--- src/rtl/pktdepad.sv ---
// Removes block padding from a 64-bit packet stream, emitting only the message data packets.
// Define PKTDEPAD_CHECK_EN to enable padding/length checking and the err output.
module pktdepad (
  input  logic        clk,
  input  logic        rst,
  input  logic [63:0] pkt_in,
  input  logic        in_valid,
  input  logic        in_last,
  output logic        in_ready,
  output logic [63:0] pkt_out,
  output logic        out_valid,
  input  logic        out_ready,
  output logic        out_last,
  output logic        done,
  output logic        err
);
  localparam int unsigned DW    = 64;
  localparam int unsigned DEPTH = 10;
  localparam int unsigned PW    = 4;
  localparam int unsigned SW    = PW + 1;
  localparam int unsigned CW    = 58;

  typedef enum logic [1:0] {S_COLLECT, S_DRAIN, S_DONE} state_e;

  state_e          state_q, state_d;
  logic [PW-1:0]   cnt_q, cnt_d, rd_q, rd_d, wr_q, wr_d, drain_q, drain_d;
  logic [CW-1:0]   out_cnt_q, out_cnt_d;
  logic [DW-1:0]   mem_q [DEPTH];

  logic            in_fire, out_fire, push, pop, last_fire, chk_err;
  logic [PW-1:0]   cnt_eff, drain_calc;
  logic [CW-1:0]   out_eff, r_len;

  function automatic logic [PW-1:0] ptr_inc(input logic [PW-1:0] p);
    return (p == PW'(DEPTH - 1)) ? '0 : p + PW'(1);
  endfunction

  assign in_ready  = (state_q == S_COLLECT) && ((cnt_q < PW'(DEPTH)) || out_ready);
  assign out_valid = ((state_q == S_COLLECT) && (cnt_q == PW'(DEPTH))) ||
                     ((state_q == S_DRAIN) && (drain_q != '0));
  assign out_last  = (state_q == S_DRAIN) && (drain_q == PW'(1));
  assign pkt_out   = out_valid ? mem_q[rd_q] : '0;
  assign done      = (state_q == S_DONE);

  assign in_fire   = in_valid & in_ready;
  assign out_fire  = out_valid & out_ready;
  assign push      = in_fire & ~in_last;
  assign pop       = out_fire;
  assign last_fire = in_fire & in_last;

  // FIFO view as of the length packet, counting any pop in the same cycle
  assign cnt_eff    = cnt_q - PW'(pop);
  assign out_eff    = out_cnt_q + CW'(pop);
  assign r_len      = pkt_in[DW-1:6] - out_eff;
  assign drain_calc = (r_len < CW'(cnt_eff)) ? r_len[PW-1:0] : cnt_eff;

`ifdef PKTDEPAD_CHECK_EN
  localparam logic [DW-1:0] PAD_PKT = 64'h8000_0000_0000_0000;

  logic [CW-1:0] tot_q, tot_d, tot_plus, p_len;
  logic          err_q, err_d, pad_bad;
  logic [PW-1:0] pos;

  function automatic logic [PW-1:0] wrap_idx(input logic [PW-1:0] base, input logic [PW-1:0] off);
    logic [SW-1:0] s;
    s = {1'b0, base} + {1'b0, off};
    return (s >= SW'(DEPTH)) ? PW'(s - SW'(DEPTH)) : PW'(s);
  endfunction

  // Entries past the R data packets must be one pad packet then zeros
  always_comb begin
    tot_plus = tot_q + CW'(1);
    p_len    = CW'(cnt_eff) - r_len;
    pad_bad  = 1'b0;
    pos      = '0;
    for (int k = 0; k < DEPTH; k++) begin
      pos = PW'(k) - PW'(pop);
      if ((PW'(k) >= PW'(pop)) && (pos < cnt_eff)) begin
        if (CW'(pos) == r_len)
          pad_bad = pad_bad | (mem_q[wrap_idx(rd_q, PW'(k))] != PAD_PKT);
        else if (CW'(pos) > r_len)
          pad_bad = pad_bad | (mem_q[wrap_idx(rd_q, PW'(k))] != '0);
      end
    end
    chk_err = (pkt_in[5:0] != '0) || (p_len == '0) || (p_len > CW'(8)) || pad_bad ||
              (tot_plus[2:0] != '0);

    tot_d = tot_q;
    err_d = err_q;
    if (state_q == S_DONE) begin
      tot_d = '0;
      err_d = 1'b0;
    end else if (in_fire) begin
      tot_d = tot_plus;
      if (last_fire) err_d = chk_err;
    end
  end

  always_ff @(posedge clk or posedge rst) begin
    if (rst) begin
      tot_q <= '0;
      err_q <= 1'b0;
    end else begin
      tot_q <= tot_d;
      err_q <= err_d;
    end
  end

  assign err = done & err_q;
`else
  assign chk_err = 1'b0;
  assign err     = 1'b0;
`endif

  always_comb begin
    state_d   = state_q;
    cnt_d     = cnt_q;
    rd_d      = rd_q;
    wr_d      = wr_q;
    drain_d   = drain_q;
    out_cnt_d = out_cnt_q;
    case (state_q)
      S_COLLECT: begin
        if (push) wr_d = ptr_inc(wr_q);
        if (pop)  rd_d = ptr_inc(rd_q);
        cnt_d     = cnt_q + PW'(push) - PW'(pop);
        out_cnt_d = out_eff;
        if (last_fire) begin
          state_d = S_DRAIN;
          drain_d = chk_err ? '0 : drain_calc;
        end
      end
      S_DRAIN: begin
        if (pop) begin
          rd_d      = ptr_inc(rd_q);
          cnt_d     = cnt_q - PW'(1);
          drain_d   = drain_q - PW'(1);
          out_cnt_d = out_eff;
        end
        if ((drain_q == '0) || ((drain_q == PW'(1)) && pop)) state_d = S_DONE;
      end
      default: begin
        // Leftover padding is dropped by clearing the FIFO bookkeeping
        state_d   = S_COLLECT;
        cnt_d     = '0;
        rd_d      = '0;
        wr_d      = '0;
        drain_d   = '0;
        out_cnt_d = '0;
      end
    endcase
  end

  always_ff @(posedge clk or posedge rst) begin
    if (rst) begin
      state_q   <= S_COLLECT;
      cnt_q     <= '0;
      rd_q      <= '0;
      wr_q      <= '0;
      drain_q   <= '0;
      out_cnt_q <= '0;
    end else begin
      state_q   <= state_d;
      cnt_q     <= cnt_d;
      rd_q      <= rd_d;
      wr_q      <= wr_d;
      drain_q   <= drain_d;
      out_cnt_q <= out_cnt_d;
    end
  end

  always_ff @(posedge clk) begin
    if (push) mem_q[wr_q] <= pkt_in;
  end
endmodule

--- config.mk ---
export PLATFORM = sky130hd
export DESIGN_NAME = pktdepad
export DESIGN_NICKNAME = d
export VERILOG_FILES = /design/src/rtl/pktdepad.sv
export SDC_FILE = /design/constraint.sdc
export NUM_CORES = 1
export LEC_CHECK = 0
export CAP_MARGIN = 40
export CORE_ASPECT_RATIO = 0.7
export CORE_MARGIN = 3
export CORE_UTILIZATION = 52
export CTS_CLUSTER_DIAMETER = 80
export DETAILED_ROUTE_END_ITERATION = 6
export HOLD_SLACK_MARGIN = 0.08
export PLACE_DENSITY_LB_ADDON = 0.2
export REMOVE_ABC_BUFFERS = 1
export SLEW_MARGIN = 20
export SYNTH_ARGS = -nofsm -noshare
export SYNTH_HDL_FRONTEND = slang
export SYNTH_SLANG_ARGS = --single-unit
--- constraint.sdc ---
create_clock -name clk -period 10.59 [get_ports clk]
set_input_delay 1.5885 -clock clk [delete_from_list [all_inputs] [get_ports clk]]
set_output_delay 1.5885 -clock clk [all_outputs]
set_load 0.005 [all_outputs]
# Word-level counts from Yosys, hierarchy flattened
# Memory sizes are Yosys's and may differ from the RTL's.
# Cells that the tools add are included.
# totals
mem_bits_rw,640
output_inout_bits,69
reg_bits,76
in_bits,69
n_memories,1
word_cells,70
# classes
n_eq_ne,11
mux,20
n_lt_le_gt_ge,2
addsub,9
reduce_logical,15
n_bitwise,6
# mem_list
memory,words,width,read_ports,rd_ports_with_merged_regs,write_ports,line_no,source
mem_q,10,64,1,0,1,28,logic [DW-1:0] mem_q [DEPTH];
# ops
cell,count
$pmux 58 s2,1
$mux 64,1
$add 58x1->58,1
$lt 58x4->1,1
$mux 58,1
$sub 58x58->58,1
$mux 4,9
$pmux 4 s2,3
$eq 4x4->1 const B,3
$add 4x1->4 const B,2
$sub 4x1->4,2
$sub 4x1->4 const B,2
$ne 2x2->1 const B,3
$reduce_and 2->1,3
$logic_and 1x1->1,5
$add 4x1->4,1
$and 1x1->1,4
$eq 4x1->1 const B,1
$logic_not 4->1,1
$lt 4x4->1 const B,1
$mux 2,2
$ne 2x1->1 const B,2
$pmux 2 s2,1
$reduce_bool 4->1,1
other kinds (7),11

# Depth between registers and ports, before layout
# Gate-level depths: netlist of the first run.
# logic_depth
depth_word,10
ltp_mapped,32
ltp_nobuf,29

# Least setup slack after synthesis of the first run
# Ideal clock, no wire load.
# synth_path
path_kind,input to register
start,in out_ready
end,mem mem_q[0][0] (enable)
required_ns,10.025
setup_ns,0.565
path_buffers,0
arrival_ns,6.855
setup_slack_ns,3.171
cell_stages,6
cell_sequence,o21a_1 nand2_1 nor2_1 inv_1 or3_1 nor3_1
# synth_between
elab_chain_cells,6
# synth_lines
item,line_no,source
"start, declared",12,"input logic out_ready,"
$logic_or 1x1->1,38,assign in_ready = (state_q == S_COLLECT) && ((cnt_q < PW'(DEPTH)) || out_ready);
$logic_and 1x1->1,38,
$and 1x1->1,45,assign in_fire = in_valid & in_ready;
$and 1x1->1,47,assign push = in_fire & ~in_last;
$mux 1,173,if (push) mem_q[wr_q] <= pkt_in;
$mux 1 (not written as such),173,
"end, declared",28,
# Every way passes these cells.

# Final worst setup path of the first run
# layout_path
start,reg cnt_q[2]
end,reg drain_q[2]
# layout_between
elab_chain_cells,10
elab_cells_between_ends,19
classes_between,3 x add/sub; 2 x order compare; 3 x eq/ne; 3 x mux; 3 x bitwise; 5 x reduce/logical
# layout_lines
item,line_no,source
"start, declared",26,"logic [PW-1:0] cnt_q, cnt_d, rd_q, rd_d, wr_q, wr_d, drain_q, drain_d;"
"start signal, assigned",164,cnt_q <= cnt_d;
$eq 4x4->1,39,assign out_valid = ((state_q == S_COLLECT) && (cnt_q == PW'(DEPTH))) ||
$logic_and 1x1->1,39,
$logic_or 1x1->1,39,
$and 1x1->1,46,assign out_fire = out_valid & out_ready;
$add 58x1->58,53,assign out_eff = out_cnt_q + CW'(pop);
$sub 58x58->58,54,assign r_len = pkt_in[DW-1:6] - out_eff;
$lt 58x4->1,55,assign drain_calc = (r_len < CW'(cnt_eff)) ? r_len[PW-1:0] : cnt_eff;
$mux 4,55,
$mux 4,128,if (last_fire) begin
$pmux 4 s2,122,case (state_q)
"end signal, assigned",167,drain_q <= drain_d;
"end, declared",26,
# Parallel ways exist; a longest one is shown, timed or not. The select of a mux whose other input is x is not followed.
# A chain may end at the register's enable or synchronous reset.

==> run_results.csv, run 1 <==
group,metric,value,unit
run_status,status,"complete, no violations",
cts,cts_tree,"built",
floorplan,start_util,52.9,%
hold_path,holdPathStages,2,
pwr,vdd_drop_max,0.000188,V
floorplan,die_h,219,um
setup_path,slowest_stage,"nor4_1",
setup_path,critPathKind,"register to register",
global_routing,grt_pass1_vias,21000,
timing,period_needed,9.17,ns
synthesis,ys_types,78,
cts,cts_hold_buf,0,
routing,drt_iter0_drc,1759,
floorplan,io_pins,138,
pwr,power.density,217,nW/um2
hold_path,hold_path.class,"register to register",
setup_path,reg2reg_depth,28,
synthesis,synth_async_sr_flop_share,10.6,%
cts,clock_path_buffers,3,
routing,vias,21000,
cts,cts-htree-levels,3,
final_layout,n_fill_cell,4776,
setup_path,critPathArrivalTime,9.68,ns
cts,clkTransAtPathRegs,0.06,ns
synthesis,yosysWarnings,0,
setup_path,cpMostUsedCell,"ha_1",
synthesis,ys_seq_elements,716,
synthesis,synth_area_leaders,"edfxtp_1 57%, mux4_2 8.6%, dfrtp_1 5.7%, a211oi_1 3.1%, ha_1 2.9%",
synthesis,seq_area_frac_synth,62.8,%
cts,clk_latency,0.64,ns
setup_path,path_delay_family,"simple AND/OR/NAND/NOR gates",
synthesis,synth-edff-count,640,
cts,cts_resized,0,
routing,drc_errors,0,
timing,hold_viol_final,0,
hold_path,hold_end,"out_cnt_q[0]$_DFFE_PP0P_",
final_layout,fin_nets,2621,
floorplan,dieArea,67800,um2
timing,setup-tns-final,0,ns
routing,post_drt_via_cell_ratio,6.24,
final_layout,drive_above_1_share,12.5,%
placement,placedCellCount,3226,
setup_path,startpoint_type,"register",
placement,hpwl,54700,um
setup_path,r2r_end,"drain_q[2]$_DFFE_PP0P_",
timing,fmaxAchievable,109,MHz
floorplan,core_area,63600,um2
timing,skew,0.0342,ns
routing,dr.pass1.iters,5,
global_routing,antenna_found_initial,0,
synthesis,ys_dominant_reg_cell,"edfxtp_1",
setup_path,reg2reg_setup_slack,1.42,ns
routing,wl_per_cell,24.5,um
final_layout,syn_to_final_growth,14.5,%
synthesis,syn_inst,2363,
cts,post_cts_buffers,0,
routing,drtAntennaViolNets,0,
synthesis,syn-cell-area,33600,um2
timing,slew_violations,0,
setup_path,r2r-start,"cnt_q[2]$_DFFE_PP0P_",
setup_path,crit_buf_inv,4,
synthesis,avgSynthCellArea,14.2,um2
floorplan,num_rows,77,
cts,cts_sinks,716,
placement,place.gp.congestion,0.944,
global_routing,gr-usage-all-layers,24.7,%
setup_path,worst_setup_path_end_kind,"register",
hold_path,hold_start,"out_cnt_q[0]$_DFFE_PP0P_",
timing,worst_slew_pin_slew,0.859,ns
floorplan,die_x,310,um
timing,post-route-period-util,86.6,%
timing,setup_viol,0,
synthesis,synth.largest_area_cell,"edfxtp_1",
flow_run,cap_viol_max_count,0,
pwr,p_leak,12.6,nW
setup_path,max_stage_delay,0.73,ns
setup_path,required,11.10,ns
timing,maxSlewHeadroom,42.4,%
placement,portBuffers,136,
global_routing,grt_max_degree,94,
cts,numCtsBuffers,70,
final_layout,stdcell_count,3359,
setup_path,crit_fanout,34,
global_routing,grt_pass1_wl,126000,um
cts,cts-root-buf,"clkbuf_16",
global_routing,grt_overflow,0,
timing,rsz0062_at_grt,"false",
synthesis,yosysTopAreaCellShare,57.2,%
routing,routed_wl,82500,um
==> worst max path at each step <==
stage                     cells past startpoint            startpoint                     end
after CTS                                    29  cnt_q[2]$_DFFE_PP0P_  drain_q[2]$_DFFE_PP0P_
after detailed placement                     23             out_ready  drain_q[2]$_DFFE_PP0P_
after global routing                         29  cnt_q[2]$_DFFE_PP0P_  drain_q[2]$_DFFE_PP0P_
after global placement                       23             out_ready  drain_q[2]$_DFFE_PP0P_
after floorplan                               4   rd_q[0]$_DFFE_PP0P_              pkt_out[0]
final                                        28  cnt_q[2]$_DFFE_PP0P_  drain_q[2]$_DFFE_PP0P_
==> cell type report <==
class	count	area, um2	area share, %
well taps	829	1040	2.69
repair buffers	181	1930	5.02
multi-input cells	1465	11800	30.8
diodes	1	2.50	0.00650
clock inverters	35	472	1.23
clock buffers	95	1940	5.03
inverters	37	139	0.361
flip-flops and latches	716	21100	54.9
==> metrics by stage <==
stage | utilization, % | setup slack (ns) | hold slack (ns) | cell area [um2] | power, mW
global placement | 56.2 | 1.51 | 0.472 | 35700 | 5.75
CTS | 60.5 | 1.74 | 0.501 | 38500 | 8.42
global route | 60.5 | 0.900 | 0.529 | 38500 | 8.74
detailed placement | 56.7 | 1.36 | 0.486 | 36100 | 5.84
floorplan | - | 0.782 | 0.456 | 33000 | 5.13
finish | 60.5 | 1.42 | 0.500 | 38500 | 8.34
==> per-layer routing <==
metal	part of all wire, %	GRT usage, %	vias to the layer above
li1	-	-	9514
met1	48	38.3	10700
met2	45	37.3	659
met3	5.7	3.88	77
met4	1.5	4.77	0
met5	0	0	-
==> cell families (layout without fill, tap and decap cells) <==
group | count (synthesis) | after routing | synth area share (%)
other | 1 | 2 | 0.0112
XOR/XNOR | 106 | 106 | 2.76
AND/OR/NAND/NOR | 584 | 584 | 8.77
buffers and inverters | 182 | 348 | 2.14
multiplexers | 200 | 200 | 10.7
flip-flops | 716 | 716 | 62.8
adder cells (fa/ha/maj) | 81 | 81 | 3.06
AO/OA/AOI/OAI | 493 | 493 | 9.68
==> power breakdown <==
part | internal, mW | switching [mW] | total (mW) | leakage (nW)
logic | 1.15 | 1.26 | 2.41 | 4.63
clock network | 1.48 | 1.09 | 2.57 | 1.17
registers | 3.24 | 0.114 | 3.35 | 6.79
==> sequential cells by signal (all words and copies together) (netlist names) <==
signal / count
wr_q: 4
rd_q: 4
out_cnt_q: 58
mem_q: 640
state_q: 2
drain_q: 4
cnt_q: 4
==> cells in the final DEF, fill, tap and decap left out, types with 34 or more instances in the layout <==
| master | synthesis | routed |
|---|---|---|
| edfxtp_1 | 640 | 640 |
| nor2_1 | 125 | 117 |
| nand4_1 | 43 | 43 |
| nand2_1 | 142 | 142 |
| xor2_1 | 45 | 45 |
| a21oi_1 | 113 | 113 |
| inv_1 | 36 | 35 |
| dfrtp_1 | 76 | 71 |
| xnor2_1 | 61 | 61 |
| clkdlybuf4s50_1 | 0 | 136 |
| a211oi_1 | 141 | 141 |
| nand3_1 | 51 | 51 |
| mux2i_1 | 68 | 68 |
| ha_1 | 79 | 79 |
| clkbuf_16 | 0 | 70 |
| nor3_1 | 37 | 34 |
| nor2b_1 | 72 | 72 |
| o21ai_0 | 95 | 95 |
| mux4_2 | 128 | 128 |
==> tightest hold or removal path: stages (launching register included) <==
cell	delay [ns]
dfrtp_1	0.35
nand2_1	0.05
o21ai_0	0.07
==> cells in the mapped netlist (51+ instances only) <==
cell	count
nand3_1	51
nor2b_1	72
nor2_1	125
nand2_1	142
xnor2_1	61
edfxtp_1	640
a21oi_1	113
ha_1	79
clkbuf_1	104
mux4_2	128
a211oi_1	141
dfrtp_1	76
o21ai_0	95
mux2i_1	68
Note: power is estimated with default switching activity, not from simulation.
==> run 2: changes to the inputs <==
Settings changed: MAX_ROUTING_LAYER set to met4.
Clock period 10.59 ns to 9.4 ns, I/O delays scaled along.
==> run 2 against run 1 <==
- core utilization shrank 0.094 points
- non-clock buffer count grew 5
- first-iteration DRC count grew 2.3%
- clock-buffer cell count grew 6
- largest cell class unchanged
==> run_results.csv, run 2 (synthesized netlist as in run 1, its figures left out) <==
group,metric,value,unit
final_layout,reg_top3,"mem_q (640), out_cnt_q (58)",
placement,hpwl,54700,um
cts,cts_resized,0,
timing,maxSlewHeadroom,43.4,%
setup_path,slowest_stage,"nor4_1",
flow_run,cap_viol_max_count,0,
floorplan,die_h,219,um
final_layout,drive_above_1_share,12.6,%
floorplan,io_pins,138,
final_layout,syn_to_final_growth,14.4,%
pwr,finalPower,9.31,mW
timing,layout_setup_ws,0.791,ns
final_layout,largest_reg_flops,640,
timing,slew_violations,0,
cts,post_cts_buffers,0,
floorplan,start_util,52.9,%
setup_path,crit_buf_inv,4,
floorplan,die_x,310,um
timing,rsz0062_at_grt,"false",
setup_path,cpMostUsedCell,"ha_1",
global_routing,gr-usage-all-layers,25.4,%
setup_path,worst_setup_path_end_kind,"register",
cts,clock_path_buffers,3,
global_routing,use_met3,3.26,%
pwr,power.density,242,nW/um2
cts,numCtsBuffers,69,
timing,worst_slew_pin_slew,0.849,ns
final_layout,final_common_cell,"edfxtp_1",
placement,post-place-ws,0.838,ns
setup_path,reg2reg_setup_slack,0.79,ns
global_routing,grt_pass1_wl,127000,um
final_layout,finalInstanceArea,38400,um2
placement,placement.cell_area,36100,um2
timing,fmaxAchievable,116,MHz
routing,wl_per_cell,24.5,um
cts,cts-htree-levels,3,
run_status,status,"complete, no violations",
hold_path,hold_path.class,"register to register",
cts,clkTransAtPathRegs,0.06,ns
setup_path,critPathArrivalTime,9.09,ns
routing,vias,20900,
placement,portBuffers,136,
setup_path,startpoint_type,"register",
routing,routed_wl,82200,um
final_layout,fin_nets,2625,
floorplan,dieArea,67800,um2
cts,clk_latency,0.61,ns
global_routing,antenna_found_initial,1,
final_layout,n_fill_cell,4798,
timing,skew,0.0268,ns
routing,drt_iter0_drc,1799,
cts,cts_tree,"built",
routing,post_drt_via_cell_ratio,6.23,
placement,place.gp.congestion,0.953,
routing,dr.pass1.iters,5,
cts,cts_hold_buf,0,
final_layout,final_cell_mix,"640 x edfxtp_1, 142 x nand2_1, 141 x a211oi_1",
timing,period_needed,8.61,ns
floorplan,core_area,63600,um2
timing,setup_viol,0,
global_routing,grt.busiest_layer,"met1",
setup_path,required,9.88,ns
timing,hold_viol_final,0,
pwr,p_leak,12.6,nW
setup_path,max_stage_delay,0.69,ns
pwr,vdd_drop_max,0.000198,V
global_routing,grt_max_degree,93,
cts,cts_sinks,716,
cts,cts-root-buf,"clkbuf_16",
global_routing,grt_overflow,0,
routing,drtAntennaViolNets,0,
routing,drc_errors,0,
final_layout,largest_register,"mem_q",
floorplan,num_rows,77,
global_routing,grt_use_met2,37.0,%
global_routing,met1_usage,38.8,%
timing,post-route-period-util,91.6,%
setup_path,critPathKind,"register to register",
setup_path,path_delay_family,"simple AND/OR/NAND/NOR gates",
global_routing,grt_pass1_vias,21000,
setup_path,crit_fanout,34,
final_layout,fin_util,60.5,%
[run 2: worst reg2reg max path, delay by kind of cell (launching register included)]
kind | cells | cell delay [ns]
XOR/XNOR | 1 | 0.18
AO/OA/AOI/OAI | 5 | 1.12
adder cells (fa/ha/maj) | 4 | 1.09
AND/OR/NAND/NOR | 14 | 4.92
buffers and inverters | 4 | 0.76
flip-flops | 1 | 0.41
[run 2: power by group]
| group | internal (mW) | switching, mW |
|---|---|---|
| Combinational | 1.30 | 1.42 |
| Sequential | 3.65 | 0.136 |
| Clock | 1.61 | 1.20 |
| Total | 6.56 | 2.75 |
[run 2: worst paths after layout]
path | startpoint | endpoint | depth (start not counted)
worst min-delay path | out_cnt_q[0]$_DFFE_PP0P_ | out_cnt_q[0]$_DFFE_PP0P_ | 2
worst max-delay path | cnt_q[2]$_DFFE_PP0P_ | drain_q[2]$_DFFE_PP0P_ | 28
worst min register to register | out_cnt_q[0]$_DFFE_PP0P_ | out_cnt_q[0]$_DFFE_PP0P_ | 2
min in group asynchronous | rst | rd_q[0]$_DFFE_PP0P_ | 2
worst max register to register | cnt_q[2]$_DFFE_PP0P_ | drain_q[2]$_DFFE_PP0P_ | 28
max in group asynchronous | rst | out_cnt_q[40]$_DFFE_PP0P_ | 3
[run 2: final cells by class]
cell class / instances / area [um2] / share of cell area (%)
Multi-Input combinational cell: 1465 / 11800 / 30.8
Inverter: 37 / 139 / 0.361
Clock buffer: 101 / 2000 / 5.20
Antenna cell: 2 / 5.00 / 0.0130
Tap cell: 829 / 1040 / 2.70
Sequential cell: 716 / 21100 / 55.0
Timing Repair Buffer: 186 / 1960 / 5.11
Clock inverter: 25 / 315 / 0.820
[run 2: metrics by stage]
step | hold WS (ns) | instances | setup TNS (ns)
floorplan | 0.456 | 2218 | -14.69
global placement | 0.475 | 3216 | 0
detailed placement | 0.491 | 3230 | 0
CTS | 0.508 | 3356 | 0
global route | 0.550 | 3360 | 0
finish | 0.505 | 3361 | 0
[run 2: routing by layer]
metal  part of all wire, %  vias to the layer above
met4                   1.5                        0
met1                    48                    10700
met5                     0                        -
met3                   5.5                       94
met2                    45                      637
li1                      -                     9526
